==> config.mk <==
export PLATFORM = sky130hd
export DESIGN_NAME = ex_mem_stage_reg
export DESIGN_NICKNAME = d
export VERILOG_FILES = /design/src/rtl/ex_mem_stage_reg.sv
export SDC_FILE = /design/constraint.sdc
export NUM_CORES = 1
export LEC_CHECK = 0
export ABC_AREA = 1
export BUFFER_PORTS_ARGS = -buffer_cell sky130_fd_sc_hd__buf_2
export CORE_ASPECT_RATIO = 1.2
export CORE_UTILIZATION = 45
export CTS_CLUSTER_DIAMETER = 200
export DETAILED_ROUTE_END_ITERATION = 6
export PLACE_DENSITY_LB_ADDON = 0.3
export SLEW_MARGIN = 20
export SYNTH_ARGS = -nofsm -noshare
export SYNTH_HDL_FRONTEND = slang
export SYNTH_SLANG_ARGS = --single-unit
==> constraint.sdc <==
create_clock -name clock -period 4.6 [get_ports clock]
set_input_delay 1.38 -clock clock [delete_from_list [all_inputs] [get_ports clock]]
set_output_delay 1.38 -clock clock [all_outputs]
set_load 0.02 [all_outputs]
==> src/rtl/ex_mem_stage_reg.sv <==
// EX/MEM pipeline register: holds execute results, the in-flight instruction and
// memory/writeback control for one cycle, with hazard-unit stall and flush.
module ex_mem_stage_reg #(
    parameter logic [31:0] NOP_INSTR = 32'h0000_0000
) (
    input  logic        clock,
    input  logic        nreset,
    input  logic        stall,
    input  logic        flush,
    input  logic [7:0]  data_top_in,
    input  logic [7:0]  data_bot_in,
    input  logic [31:0] instruction_in,
    input  logic        mem_wen_in,
    input  logic        main_memory_enable_in,
    input  logic        frame_buffer_enable_in,
    input  logic        call_stack_enable_in,
    input  logic        prog_mem_enable_in,
    input  logic [6:0]  mem_ptr_ctl_in,
    input  logic [3:0]  mem_wb_data_sel_top_in,
    input  logic [6:0]  mem_wb_data_sel_bot_in,
    input  logic [4:0]  sfr_file_input_sel_in,
    input  logic [3:0]  mem_str_data_sel_top_in,
    input  logic [3:0]  mem_str_data_sel_bot_in,
    input  logic [1:0]  reg_file_wen_in,
    input  logic [1:0]  sfr_file_wren_in,
    input  logic [13:0] call_addr_in,
    output logic [7:0]  data_top_out,
    output logic [7:0]  data_bot_out,
    output logic [31:0] instruction_out,
    output logic        mem_wen_out,
    output logic        main_memory_enable_out,
    output logic        frame_buffer_enable_out,
    output logic        call_stack_enable_out,
    output logic        prog_mem_enable_out,
    output logic [6:0]  mem_ptr_ctl_out,
    output logic [3:0]  mem_wb_data_sel_top_out,
    output logic [6:0]  mem_wb_data_sel_bot_out,
    output logic [4:0]  sfr_file_input_sel_out,
    output logic [3:0]  mem_str_data_sel_top_out,
    output logic [3:0]  mem_str_data_sel_bot_out,
    output logic [1:0]  reg_file_wen_out,
    output logic [1:0]  sfr_file_wren_out,
    output logic [13:0] call_addr_out
);

    // Everything except the instruction word clears to zero on reset and bubble,
    // so those fields are carried together as one packed bus.
    localparam int CW = 70;

    logic [CW-1:0] ctrl_in;
    logic [CW-1:0] ctrl_d;
    logic [CW-1:0] ctrl_q;
    logic [31:0]   instr_d;
    logic [31:0]   instr_q;

    assign ctrl_in = {data_top_in, data_bot_in,
                      mem_wen_in, main_memory_enable_in, frame_buffer_enable_in,
                      call_stack_enable_in, prog_mem_enable_in,
                      mem_ptr_ctl_in, mem_wb_data_sel_top_in, mem_wb_data_sel_bot_in,
                      sfr_file_input_sel_in, mem_str_data_sel_top_in, mem_str_data_sel_bot_in,
                      reg_file_wen_in, sfr_file_wren_in, call_addr_in};

    always_comb begin
        ctrl_d  = ctrl_q;
        instr_d = instr_q;
        if (flush) begin
            ctrl_d  = '0;
            instr_d = NOP_INSTR;
        end else if (!stall) begin
            ctrl_d  = ctrl_in;
            instr_d = instruction_in;
        end
    end

    always_ff @(posedge clock or posedge nreset) begin
        if (nreset) begin
            ctrl_q  <= '0;
            instr_q <= NOP_INSTR;
        end else begin
            ctrl_q  <= ctrl_d;
            instr_q <= instr_d;
        end
    end

    assign instruction_out = instr_q;
    assign {data_top_out, data_bot_out,
            mem_wen_out, main_memory_enable_out, frame_buffer_enable_out,
            call_stack_enable_out, prog_mem_enable_out,
            mem_ptr_ctl_out, mem_wb_data_sel_top_out, mem_wb_data_sel_bot_out,
            sfr_file_input_sel_out, mem_str_data_sel_top_out, mem_str_data_sel_bot_out,
            reg_file_wen_out, sfr_file_wren_out, call_addr_out} = ctrl_q;

endmodule

==> reports/results.txt, run 1 <==
Total buffers and inverters traversed by the critical path - 2
Peak per-stage delay on the critical path - 720 ps
Number of nets in the synthesized netlist - 550
Average wire length per cell after detail routing - 13.7 um
Final setup TNS - 0 ps
Cell at the root of the clock tree - clkbuf_8
Main area contributors after synthesis - dfrtp_1, nand2_1, nand3_1, buf_2, buf_4
Share of total power consumed by net switching - 28.1%
FF+latch count, synth - 102
Area of the multi-input gates - 1290 sq um
Critical Path, Cell by Cell - buf_4 > nor2_4 > buf_12 > nand2_1 > nand2_1
Pin count of the biggest net entering global routing - 104
Max Cap Violations - 0
Number of setup violations in the final report - 0
Category of cells accounting for the largest share of critical-path delay - simple AND/OR/NAND/NOR gates
Synthesized instance count - 444
PostCTS Resize Cnt - 0
Initial core utilization - 46.7%
Number of cells on the critical path - 5
Number of cell rows - 37
TritonCTS Sinks - 102
Antenna violations before repair - 1
Power dissipated by switching net loads - 487 uW
Inserted Clock Buffers - 9
Clock tree from TritonCTS - done
First-pass DRT Iterations - 4
Crit path DAT - 3110 ps
Post-synthesis average cell area - 9.05 sq um
DIE HEIGHT - 106 um
Relative slew slack - 30.8%
Post-route DRC - 0
Logic pwr share - 15.8%
Global-route congestion overflow total - 0
Nets - 738
Clock latency at the later pin of the worst-skew pair - 340 ps
Setup repair after global routing missed its margin - no
Sort of element at the end of the critical path - register
Cell variety after synth - 9
Number of standard cells in the final layout excluding fillers - 753
Placer Congestion - 0.781
Clock Tree Buf Depth - 2
Count of pins on the block boundary - 208
Cell with the most instances on the worst path - nand2_1
Clock period minus final worst setup slack - 2820 ps
Cells after DPL - 738
FF-to-FF path depth - 2
Sum of routed wire length over all layers - 10300 um
Outcome - finished, final reports clean
Highest-count cells in the layout ignoring fill and taps - buf_2, nand2_1, nand3_1, dfrtp_1, clkbuf_8
Wire length of the first global-routing pass - 15800 um
Max H-tree Level - 3
Static Leak - 3.24 nW
Violation count after the first detailed-route iteration - 275
Slowest stage cell, crit path - nor2_4
Final hold vios - 0
Share of power burned in registers - 56.2%
Total via count after detailed routing - 3684
Final-report max-slew violation count - 0
Floorplan core area - 8610 sq um
Area fraction of the dominant cell type after synthesis - 63.5%
IO buf count - 207
Kind of start point of the critical path - input pin
Leading cell type in the layout, fill and taps excluded - buf_2
Register area share after synthesis - 63.5%
Number of hold-repair buffers added at the cts stage - 0
Area enclosed by the die boundary - 9320 sq um
Worst setup path class - in2reg
Aggregate global-route resource usage - 22.0%
Number of cells on the worst hold path - 2
Share of cells above drive strength 1 - 35.4%
Warnings, synthesis - 0
Total power per unit cell area - 330 nW/um^2
Data required time at the worst endpoint - 4890 ps
Horiz. Die Dim - 88.3 um
Clock slew at reported path FFs - 90 ps
Portion of total power attributed to the clock network - 27.9%
Library cell with the largest summed area after synthesis - dfrtp_1
Filler cell count - 792
Average via count per standard cell - 4.89
Combined flip-flop and latch cell area - 2550 sq um
Maximum clock skew at final layout - 0 ps
Cell Int Power - 1.24 mW
Via count of the first global-routing pass - 3485
Buffers inserted during post-CTS setup optimization - 0
HPWL reported at the end of detailed placement - 6830 um
Largest driver fanout on the critical path - 103
Maximum resistive drop on vdd - 0.174 mV
Max Clock Freq - 355 MHz
Share of the clock period used by the worst path after layout - 61.3%
Type of the tightest min-delay check - reg2reg
Remaining antenna violation count after routing - 0
Slew @ Worst Pin - 1040 ps
Layout Area Growth over Synthesis - 30.3%
Area of the mapped netlist - 4020 sq um
[cell usage after synthesis, drive strengths merged]
cell type  number
nor2            1
inv             2
nand2         204
dfrtp         102
buf            31
nand3         102
clkbuf          2
[flip-flops by register name (all words and copies together), names as in the netlist]
name	cells
instruction_out	32
ctrl_q	70
[layout make-up]
type                    instances  area share, %
inverters                       2          0.191
clock buffers                  12           2.77
well taps                     117           2.79
repair buffers                210           20.7
clock inverters                 2          0.191
flip-flops and latches        102           48.7
multi-input cells             307           24.6
diodes                          1         0.0478
[per-layer routing]
layer | vias up | wire, um | GRT usage (%)
met3 | 24 | 654 | 4.39
met5 | - | 0 | 0
met1 | 1736 | 4240 | 26.9
li1 | 1787 | - | -
met2 | 137 | 5090 | 35.8
met4 | 0 | 298 | 12.2
[stage by stage]
| stage | utilization (%) | worst slack [ps] | instance area, sq um | hold WS, ps | power, mW |
|---|---|---|---|---|---|
| finish | 60.9 | 1780 | 5240 | 506 | 1.73 |
| detailed placement | 59.0 | 1440 | 5080 | 488 | 1.27 |
| global placement | 59.0 | 1500 | 5080 | 482 | 1.26 |
| global route | 60.8 | 1650 | 5240 | 526 | 1.80 |
| floorplan | - | 545 | 4020 | 614 | 1.15 |
| CTS | 60.8 | 1830 | 5240 | 509 | 1.75 |
[kinds of logic after synthesis]
logic type	share of synthesized area (%)
buf+inv	4.67
flops	63.5
simple gates	31.8
[worst min-delay path: cells and delay by family (launching register included)]
kind | cells | cell delay [ps]
simple gates | 2 | 130
flops | 1 | 350
[path summary, 6_finish.rpt]
kind | startpoint | to | slack (ps)
worst max-delay path | stall | ctrl_q[58] | 1780
worst min-delay path | ctrl_q[37] | ctrl_q[37] | 510
worst max register to register | ctrl_q[42] | ctrl_q[42] | 3920
worst min register to register | ctrl_q[37] | ctrl_q[37] | 510
max in group asynchronous | nreset | instruction_out[8] | 2440
min in group asynchronous | nreset | ctrl_q[24] | 1250
[power by group through the flow]
| stage | logic (mW) | registers (mW) | clock network [mW] |
|---|---|---|---|
| 2_1_floorplan | 0.0936 | 1.05 | 0 |
| 3_3_place_gp | 0.272 | 0.988 | 0 |
| 3_5_place_dp | 0.277 | 0.989 | 0 |
| 4_1_cts | 0.277 | 0.972 | 0.498 |
| 5_1_grt | 0.300 | 0.978 | 0.526 |
| 6_report | 0.274 | 0.972 | 0.483 |
No activity file was read; power rests on OpenSTA's default activity.
==> run 2, diff against run 1 <==
clock period = 3 ns   (was 4.6 ns; I/O delays follow)
==> run 2 against run 1 <==
Global-route usage up 0.49 points. Non-clock buffer count increased by 3. Clock power grew 80%. Total power grew 61%. Design area increased by 1.5%. Sequential cell count unchanged. Critical path type is now reg2out.
==> reports/results.txt, run 2 (same netlist as run 1, synthesis figures left out) <==
PostCTS Resize Cnt - 0
Most flops, register - ctrl_q
Post-placement cell area - 5120 sq um
Hold Startpoint - ctrl_q[46]
Setup repair after global routing missed its margin - no
Slew @ Worst Pin - 545 ps
Remaining antenna violation count after routing - 0
Post-route DRC - 0
Clock Tree Buf Depth - 2
Final setup TNS - 0 ps
Area enclosed by the die boundary - 9320 sq um
Initial core utilization - 46.7%
IO buf count - 207
Max reg flops - 70
Max Cap Violations - 0
Leading cell type in the layout, fill and taps excluded - buf_2
Critical Path, Cell by Cell - buf_2
Endpoint of the lowest-slack register-to-register path - ctrl_q[6]
Final hold vios - 0
Cell Int Power - 2.02 mW
Maximum resistive drop on vdd - 0.276 mV
Pin count of the biggest net entering global routing - 103
First-pass DRT Iterations - 5
Clock period minus final worst setup slack - 1820 ps
Number of cell rows - 37
Average wire length per cell after detail routing - 13.5 um
Wire length of the first global-routing pass - 16200 um
Post-layout instance area - 5320 sq um
Count of antenna diodes in the layout - 0
Relative slew slack - 63.7%
Portion of total power attributed to the clock network - 31.2%
Outcome - finished, final reports clean
Final-report max-slew violation count - 0
Clock latency at the later pin of the worst-skew pair - 350 ps
Highest-count cells in the layout ignoring fill and taps - buf_2, nand2_1, nand3_1, dfrtp_1, clkbuf_8
Power dissipated by switching net loads - 761 uW
Worst setup path class - reg2out
Worst Hold Path EP - ctrl_q[46]
Max Clock Freq - 548 MHz
Tightest hold margin - 505 ps
Total via count after detailed routing - 3750
Share of power burned in registers - 53.5%
Layout Area Growth over Synthesis - 32.3%
Largest driver fanout on the critical path - 2
Inserted Clock Buffers - 9
Number of setup violations in the final report - 0
FF-to-FF path depth - 2
PnR Total Power - 2.78 mW
Slowest stage cell, crit path - dfrtp_1
Peak per-stage delay on the critical path - 400 ps
Static Leak - 3.28 nW
Number of cells on the worst hold path - 2
HPWL reported at the end of detailed placement - 6870 um
Placer Congestion - 0.770
Violation count after the first detailed-route iteration - 248
Share of cells above drive strength 1 - 36.0%
Cell at the root of the clock tree - clkbuf_8
Aggregate global-route resource usage - 22.5%
Share of total power consumed by net switching - 27.3%
Floorplan core area - 8610 sq um
Count of pins on the block boundary - 208
Total buffers and inverters traversed by the critical path - 1
Nets - 741
Average via count per standard cell - 4.96
TritonCTS Sinks - 102
Horiz. Die Dim - 88.3 um
Logic pwr share - 15.3%
Kind of start point of the critical path - register
Max H-tree Level - 3
Global-route congestion overflow total - 0
Antenna violations before repair - 0
Post-Route Utilization - 61.8%
Total power per unit cell area - 524 nW/um^2
Clock slew at reported path FFs - 90 ps
Crit path DAT - 920 ps
Worst-case register-to-register setup slack - 2330 ps
Sum of routed wire length over all layers - 10200 um
Data required time at the worst endpoint - 2100 ps
Sort of element at the end of the critical path - primary output
Type of the tightest min-delay check - reg2reg
Share of the clock period used by the worst path after layout - 60.8%
Via count of the first global-routing pass - 3613
Category of cells accounting for the largest share of critical-path delay - flip-flops
Clock tree from TritonCTS - done
DIE HEIGHT - 106 um
Maximum clock skew at final layout - 0 ps
Number of hold-repair buffers added at the cts stage - 0
Reg2reg start - ctrl_q[6]
Buffers inserted during post-CTS setup optimization - 0
==> run 2: cell count changes in the layout (fill, tap and decap cells not counted) <==
cell	change
buf_4	+2
buf_12	+1
bufinv_16	+1
clkbuf_1	-1
clkbuf_8	+1
clkinv_2	-1
clkinv_4	+1
clkinvlp_4	+1
diode_2	-1
inv_4	-1
==> run 2: tightest hold or removal path, stage by stage (launching register included) <==
cell and delay, ps:
dfrtp_1 340, nand3_1 70, nand2_1 60
==> run 2: worst max-delay path by stage <==
stage | from | endpoint | slack (ps) | cells after the start
after floorplan | nreset | ctrl_q[0] | 880 | 1
after global placement | stall | ctrl_q[19] | 1080 | 4
after detailed placement | stall | ctrl_q[36] | 1020 | 4
after CTS | ctrl_q[57] | data_bot_out[3] | 1150 | 1
after global routing | ctrl_q[5] | call_addr_out[5] | 1130 | 1
final | ctrl_q[69] | data_top_out[7] | 1180 | 1
==> run 2: power by group through the flow <==
stage	sequential [mW]	combinational, mW	clock [mW]
2_1_floorplan	1.61	0.144	0
3_3_place_gp	1.51	0.421	0
3_5_place_dp	1.52	0.431	0
4_1_cts	1.49	0.431	0.898
5_1_grt	1.50	0.467	0.951
6_report	1.49	0.425	0.868
==> run 2: final cells by class <==
type,count,area [sq um]
sequential,102,2550
clock buffer,12,155
timing repair buffer,213,1120
inverter,2,11.3
clock inverter,3,43.8
multi-input combinational,307,1290
tap,117,146
fill,825,3290
==> run 2: metal layers <==
metal	wire [um]	up-vias	GRT usage, %
met2	5200	169	39.0
met1	4080	1775	25.7
met3	728	14	6.19
met4	216	0	8.87
met5	0	-	0
li1	-	1792	-
==> run 2: per-stage QoR <==
step,std cells,setup WS [ps]
global route,756,1130
floorplan,444,882
CTS,756,1150
global placement,741,1080
finish,756,1180
detailed placement,741,1020
